`src/rtl/bp_table_ctrl.sv`:
```
// Write-port sequencer for the PHT/BTB: clears both tables after reset or invalidate,
// then passes branch-unit updates through with one cycle of latency.
module bp_table_ctrl #(
    parameter int                  PHT_IDX_W = 10,
    parameter int                  PHT_ST_W  = 2,
    parameter logic [PHT_ST_W-1:0] PHT_INIT  = 2'b01,
    parameter int                  BTB_IDX_W = 7,
    parameter int                  BTB_TAG_W = 22,
    parameter int                  CNT_W     = 16
) (
    input  logic                                    clk,
    input  logic                                    resetn,
    input  logic [PHT_IDX_W+PHT_ST_W:0]             pht_wbus_i,
    input  logic [BTB_IDX_W+BTB_TAG_W+33:0]         btb_wbus_i,
    input  logic                                    inv_req_i,
    output logic                                    pht_we_o,
    output logic [PHT_IDX_W-1:0]                    pht_waddr_o,
    output logic [PHT_ST_W-1:0]                     pht_wdata_o,
    output logic                                    btb_we_o,
    output logic [BTB_IDX_W-1:0]                    btb_waddr_o,
    output logic                                    btb_wvalid_o,
    output logic [BTB_TAG_W-1:0]                    btb_wtag_o,
    output logic [31:0]                             btb_wtarget_o,
    output logic                                    bp_ready_o,
    output logic                                    busy_o,
    output logic [CNT_W-1:0]                        drop_cnt_o
);

    typedef enum logic {SWEEP, RUN} state_t;

    localparam logic [PHT_IDX_W:0] BTB_N = (PHT_IDX_W+1)'(1) << BTB_IDX_W;

    state_t                 state, state_nxt;
    logic [PHT_IDX_W-1:0]   cnt, cnt_nxt;

    logic                   bu_pht_we, bu_btb_we, bu_btb_valid;
    logic [PHT_IDX_W-1:0]   bu_pht_idx;
    logic [PHT_ST_W-1:0]    bu_pht_st;
    logic [BTB_IDX_W-1:0]   bu_btb_idx;
    logic [BTB_TAG_W-1:0]   bu_btb_tag;
    logic [31:0]            bu_btb_target;

    assign {bu_pht_we, bu_pht_idx, bu_pht_st} = pht_wbus_i;
    assign {bu_btb_we, bu_btb_valid, bu_btb_idx, bu_btb_tag, bu_btb_target} = btb_wbus_i;

    logic                   pht_we_nxt, btb_we_nxt, btb_wvalid_nxt, ready_nxt, busy_nxt, drop;
    logic [PHT_IDX_W-1:0]   pht_waddr_nxt;
    logic [PHT_ST_W-1:0]    pht_wdata_nxt;
    logic [BTB_IDX_W-1:0]   btb_waddr_nxt;
    logic [BTB_TAG_W-1:0]   btb_wtag_nxt;
    logic [31:0]            btb_wtarget_nxt;
    logic [CNT_W-1:0]       drop_nxt;

    always_comb begin
        state_nxt       = state;
        cnt_nxt         = cnt;
        pht_we_nxt      = 1'b0;
        pht_waddr_nxt   = pht_waddr_o;
        pht_wdata_nxt   = pht_wdata_o;
        btb_we_nxt      = 1'b0;
        btb_waddr_nxt   = btb_waddr_o;
        btb_wvalid_nxt  = btb_wvalid_o;
        btb_wtag_nxt    = btb_wtag_o;
        btb_wtarget_nxt = btb_wtarget_o;
        ready_nxt       = 1'b0;
        busy_nxt        = 1'b1;
        drop            = 1'b0;
        case (state)
            SWEEP: begin
                pht_we_nxt    = 1'b1;
                pht_waddr_nxt = cnt;
                pht_wdata_nxt = PHT_INIT;
                // BTB is smaller; it is only cleared during the low part of the sweep
                if ({1'b0, cnt} < BTB_N) begin
                    btb_we_nxt      = 1'b1;
                    btb_waddr_nxt   = cnt[BTB_IDX_W-1:0];
                    btb_wvalid_nxt  = 1'b0;
                    btb_wtag_nxt    = '0;
                    btb_wtarget_nxt = '0;
                end
                drop = bu_pht_we | bu_btb_we;
                if (inv_req_i) begin
                    cnt_nxt = '0;
                end else begin
                    cnt_nxt = cnt + 1'b1;
                    if (cnt == '1)
                        state_nxt = RUN;
                end
            end
            RUN: begin
                if (inv_req_i) begin
                    state_nxt = SWEEP;
                    cnt_nxt   = '0;
                    drop      = bu_pht_we | bu_btb_we;
                end else begin
                    ready_nxt = 1'b1;
                    busy_nxt  = 1'b0;
                    if (bu_pht_we) begin
                        pht_we_nxt    = 1'b1;
                        pht_waddr_nxt = bu_pht_idx;
                        pht_wdata_nxt = bu_pht_st;
                    end
                    if (bu_btb_we) begin
                        btb_we_nxt      = 1'b1;
                        btb_waddr_nxt   = bu_btb_idx;
                        btb_wvalid_nxt  = bu_btb_valid;
                        btb_wtag_nxt    = bu_btb_tag;
                        btb_wtarget_nxt = bu_btb_target;
                    end
                end
            end
            default: state_nxt = SWEEP;
        endcase
        drop_nxt = (drop && drop_cnt_o != '1) ? drop_cnt_o + 1'b1 : drop_cnt_o;
    end

    always_ff @(posedge clk or negedge resetn) begin
        if (!resetn) begin
            state         <= SWEEP;
            cnt           <= '0;
            pht_we_o      <= 1'b0;
            pht_waddr_o   <= '0;
            pht_wdata_o   <= '0;
            btb_we_o      <= 1'b0;
            btb_waddr_o   <= '0;
            btb_wvalid_o  <= 1'b0;
            btb_wtag_o    <= '0;
            btb_wtarget_o <= '0;
            bp_ready_o    <= 1'b0;
            busy_o        <= 1'b1;
            drop_cnt_o    <= '0;
        end else begin
            state         <= state_nxt;
            cnt           <= cnt_nxt;
            pht_we_o      <= pht_we_nxt;
            pht_waddr_o   <= pht_waddr_nxt;
            pht_wdata_o   <= pht_wdata_nxt;
            btb_we_o      <= btb_we_nxt;
            btb_waddr_o   <= btb_waddr_nxt;
            btb_wvalid_o  <= btb_wvalid_nxt;
            btb_wtag_o    <= btb_wtag_nxt;
            btb_wtarget_o <= btb_wtarget_nxt;
            bp_ready_o    <= ready_nxt;
            busy_o        <= busy_nxt;
            drop_cnt_o    <= drop_nxt;
        end
    end

endmodule

```
`config.mk`:
```
export PLATFORM = sky130hd
export DESIGN_NAME = bp_table_ctrl
export DESIGN_NICKNAME = d
export VERILOG_FILES = /design/src/rtl/bp_table_ctrl.sv
export SDC_FILE = /design/constraint.sdc
export NUM_CORES = 1
export LEC_CHECK = 0
export BUFFER_PORTS_ARGS = -buffer_cell sky130_fd_sc_hd__buf_2
export CORE_MARGIN = 3
export CORE_UTILIZATION = 48
export DETAILED_ROUTE_END_ITERATION = 7
export GPL_TIMING_DRIVEN = 0
export PLACE_DENSITY = 0.8
export SYNTH_ARGS = -nofsm -noshare
export SYNTH_HDL_FRONTEND = slang
export SYNTH_SLANG_ARGS = --single-unit
```
`constraint.sdc`:
```
create_clock -name clk -period 2.5 [get_ports clk]
set_input_delay 0.375 -clock clk [delete_from_list [all_inputs] [get_ports clk]]
set_output_delay 0.375 -clock clk [all_outputs]
set_load 0.05 [all_outputs]
```
# == Word level (Yosys, flattened, before mapping) ==
# Cells that the tools add are included.
# word_totals
ff_bits,105
output_inout_bits,94
# classes
n_addsub,2
magnitude_cmp,1
n_eq_ne,7
mux,41
n_bitwise,2
reduce_logical,3
# ops
op,n
32-bit 2-to-1 mux,3
22-bit 2-to-1 mux,3
32-bit one-hot mux with 2 select lines,1
22-bit one-hot mux with 2 select lines,1
10-bit 2-to-1 mux,4
10-bit one-hot mux with 2 select lines,2
7-bit 2-to-1 mux,3
"16-bit by 1-bit adder with 16-bit output, second input constant",1
"16-bit != test, second input constant",1
1-bit 2-to-1 mux,15
7-bit one-hot mux with 2 select lines,1
"10-bit by 1-bit adder with 10-bit output, second input constant",1
"10-bit equality test, second input constant",1
"10-bit by 8-bit less-than comparator with 1-bit output, second input constant",1
"2-bit != test, second input constant",5
1-bit one-hot mux with 2 select lines,5
2-bit 2-to-1 mux,2
2-bit one-hot mux with 2 select lines,1
3-bit AND reduction,1
2-bit AND reduction,1
1-bit logical AND,1
1-bit inverter,1
1-bit OR,1

# == Longest topological paths before layout ==
# depth
depth_word,4
mapped_depth,6
mapped_depth_nobuf,5

# == Worst setup path before layout ==
# OpenSTA, ideal clock, no wires.
# synth_path
path_kind,register to register
start,reg drop_cnt_o[0]
end,reg drop_cnt_o[1]
arrival_ns,2.066
slack_ns,0.309
path_stages_with_launch,6
cell_sequence,dfrtp_1 -> ha_1 -> nand4_1 -> or4_4 -> and2_4 -> mux2_4
# synth_via
elab_chain_len,2
# synth_rtl
item,line,rtl
from (decl),26,output logic [CNT_W-1:0] drop_cnt_o
from (signal assigned),145,drop_cnt_o <= drop_nxt;
"parallel branches: the longest is 2 deep, another holds 16-bit by 1-bit adder with 16-bit output",--,
# Parallel ways; which one is timed is not known.
# A chain may end at the register's enable or synchronous reset.

# == Worst setup path after layout ==
# Ends and elaborated chain as after synthesis.

==> run summary <==
The run finished with clean final reports. Leaving out filler cells and counting taps, the final layout contains 633. In this run the cell area measured after placement is 5240 um^2.

Sorting the synthesized cells by how often they occur yields 104 x sky130_fd_sc_hd__dfrtp_1, 55 x sky130_fd_sc_hd__a22o_1, 20 x sky130_fd_sc_hd__nor2_1. Setup violations remaining at the end of the flow were counted as 0. After detailed routing, the number of vias per cell comes to 5.33. Type of the tightest min-delay check: in2async.

Port buffering added 172 buffers. Counting cells, the worst reg-to-reg path comes to 5. Flip-flop cell with the highest count after synthesis: sky130_fd_sc_hd__dfrtp_1. The master of the slowest instance on the critical path is sky130_fd_sc_hd__or4_4. Final cycle utilization of the critical path: 0.783. Across the routed clock network, the largest skew measured is 7.01 ps. STA classifies the critical path endpoint as a flop.

The arrival time at the worst endpoint is 2190 ps, and the via count of the first global-routing pass is 3,261. The post-CTS setup buffer count was 0. The mean routed wirelength per cell was 16.0 um.

The logs give 0 for the cts-stage hold buffer count and 0 for the number of max-cap violations. The tools report the worst-skew pair later-pin latency as 340 ps. Setup repair after global routing left no endpoint under its margin. Clock tree synthesis found a total of 105 sinks.

TritonCTS built the clock tree. The cell area that synthesis handed to floorplanning was 4220 um^2. Yosys attributes the largest share of cell area to sky130_fd_sc_hd__dfrtp_1 62%, sky130_fd_sc_hd__a22o_1 11%, sky130_fd_sc_hd__mux2i_1 4.5%. Synthesis produced a netlist whose cell count is 341.

For this run the aggregate overflow at the end of global routing stands at 0. For the pin with the worst max-slew slack, the measured transition is 749 ps. Library cell occupying the most area in the post-synthesis netlist: sky130_fd_sc_hd__dfrtp_1. The floorplan step defined a die boundary enclosing 9960 um^2. TritonCTS created 9 clock buffers.

The filler cell count in the final layout is 702, and the worst relative slew slack is 0.501. The width of the die was 99.8 um; the maximum fanout along the worst path was 5. The first-pass GRT wire length came out at 16,100 um. The count of flip-flops with a built-in enable after synthesis was 0. Yosys instantiated no cell more often than sky130_fd_sc_hd__dfrtp_1. The placeable core region is 8380 um^2. The net count of the finished layout is 606.

The critical path is of the reg2reg type. STA classifies the critical path startpoint as a flop. The number of nets in the synthesized netlist is 422. The tools report the post-detailed-route count of antenna-violating nets as 0. The signal on the critical path passes through ha_1 -> nand4_1 -> or4_4 -> and2_4 -> mux2_4. In this run, placement finished with an instance count of 619. The startpoint identified for the worst register-to-register timing path is drop_cnt_o[0].

The final number of max-transition violations is 0, and the total I/O pin count is 173. The clock period could shrink to 1960 ps. Compared with the post-synthesis result, the final layout area differs by 28.9%. Across all layers, the routed design uses 3,377 vias.

The maximum clock rate was 0.511 GHz. Once layout is done, the placed cells without fillers occupy 5440 um^2. The floorplan has 33 rows.

CTS placed an instance of sky130_fd_sc_hd__clkbuf_8 at the clock tree root. The overall routing resource usage is 0.204, and the average cell area after synthesis is 12.4 um^2. Together, buffers and inverters on the worst path number 0.

The share of Yosys cell area claimed by the top area cell type is 0.616. Final hold violation count: 0. The largest single stage delay on the critical path is 590 ps.

HPWL after detailed placement: 7580 um. The tools report the number of optimization iterations in the first detailed-route pass as 4. The post-route DRC violation count came out at 0.

From bottom edge to top edge, the die measures 99.8 um. After the first detailed-routing iteration, the DRC count stood at 159. For this design the ratio of total power to cell area is 652 nW/um^2. For the final wirelength, the log shows 10,100 um.

The H-tree generated during clock tree synthesis spans 3 levels. The async set or reset register ratio after synthesis works out to 1.00. The analysis attributes to cell leakage a power of 2.92 nW.

For the worst setup path, the data required time is 2730 ps. The longest clock path from root to sink contains 2 buffers. The effective utilization at floorplan is 0.504. In this run the register-to-register setup slack is 540 ps. 0 antenna diodes ended up in the layout. For the sequential area share after synthesis, the log shows 0.623. The worst-case vdd ir drop is 285 uV. After layout, the design draws a total of 3.55 mW.

The synthesized netlist contains 35 unique library cells. Ratio of cells with drive above 1 in the final layout: 0.383. Family of cells with the greatest summed delay on the critical path: simple AND/OR/NAND/NOR gates. Final RePlAce weighted congestion: 0.828. The number of synthesized register bits is 105, and the largest net degree at the start of global routing is 61.

The number of antenna violations at the first check in global routing was 0. End of the worst register-to-register path: drop_cnt_o[1]. The clock transition at the registers of the reported paths came out at 100 ps. The post-cts gate resize count was 0; the count of synthesis-stage warnings from yosys was 0.
[worst register-to-register path, cell delays in order, from the launching register on]
cell and delay (ps):
sky130_fd_sc_hd__dfrtp_1 440, sky130_fd_sc_hd__ha_1 230, sky130_fd_sc_hd__nand4_1 120, sky130_fd_sc_hd__or4_4 590, sky130_fd_sc_hd__and2_4 190, sky130_fd_sc_hd__mux2_4 290
[worst max path at each step]
stage | cells after the start | from | slack (ps) | endpoint
floorplan | 5 | drop_cnt_o[0] | 310 | drop_cnt_o[1]
global placement | 1 | resetn | -20 | btb_wtarget_o[25]
detailed placement | 6 | inv_req_i | 420 | btb_waddr_o[4]
CTS | 5 | state | 540 | btb_wtag_o[9]
global route | 5 | state | 320 | btb_waddr_o[4]
finish | 5 | drop_cnt_o[0] | 540 | drop_cnt_o[1]
[cell usage in the layout (no fill, tap or decap), types with 4 or more instances in the layout]
cell type / instances
sky130_fd_sc_hd__nand2_1: 16
sky130_fd_sc_hd__xnor2_1: 17
sky130_fd_sc_hd__a22o_1: 55
sky130_fd_sc_hd__o21ai_0: 9
sky130_fd_sc_hd__buf_2: 180
sky130_fd_sc_hd__dfrtp_1: 104
sky130_fd_sc_hd__clkbuf_8: 9
sky130_fd_sc_hd__nor2_1: 20
sky130_fd_sc_hd__and3_1: 4
sky130_fd_sc_hd__nor3_1: 6
sky130_fd_sc_hd__inv_1: 6
sky130_fd_sc_hd__nand3_1: 9
sky130_fd_sc_hd__xor2_1: 4
sky130_fd_sc_hd__a21oi_1: 14
sky130_fd_sc_hd__nor2b_1: 4
sky130_fd_sc_hd__clkbuf_1: 12
sky130_fd_sc_hd__nand4_1: 11
sky130_fd_sc_hd__mux2i_1: 19
[cells by family after synthesis]
kind of cell / synth area share
AO/OA/AOI/OAI: 0.141
XOR/XNOR: 0.0436
adder cells (fa/ha/maj): 0.00593
buffers and inverters: 0.0276
flip-flops: 0.623
multiplexers: 0.0513
AND/OR/NAND/NOR: 0.108
[registers in the layout, indices dropped and copies added (netlist names), 2 cells and up]
register       cells
pht_wdata_o        2
btb_wtag_o        22
pht_waddr_o       10
drop_cnt_o        16
cnt               10
btb_waddr_o        7
btb_wtarget_o     32
[power breakdown]
group / switching [mW] / internal (mW)
logic: 0.393 / 0.196
clock network: 0.534 / 0.555
registers: 0.0994 / 1.77
total: 1.03 / 2.52
[area by class of cell]
type,instances,area [um^2],area share
plain buffers,22,93.8,0.0172
inverters,6,22.5,0.00414
flip-flops and latches,105,2630,0.483
multi-input cells,208,1480,0.271
clock buffers,9,124,0.0228
clock inverters,5,81.3,0.0149
repair buffers,173,883,0.162
well taps,105,131,0.0241
[per-layer routing]
layer | up-vias | GRT usage | part of all wire
met5 | - | 0 | 0
met4 | 0 | 0.0630 | 0.019
met3 | 14 | 0.0507 | 0.065
met2 | 116 | 0.331 | 0.50
met1 | 1654 | 0.273 | 0.42
li1 | 1593 | - | -
[stage by stage]
stage               utilization  worst slack (ps)  hold WS, ps  TNS [ps]
global placement          0.622             -16.8          463     -1200
detailed placement        0.625               417          470         0
floorplan                     -               309         79.4         0
CTS                       0.649               540         98.6         0
finish                    0.649               542         65.1         0
global route              0.649               317          105         0
Power figures use the tool's default switching activity.
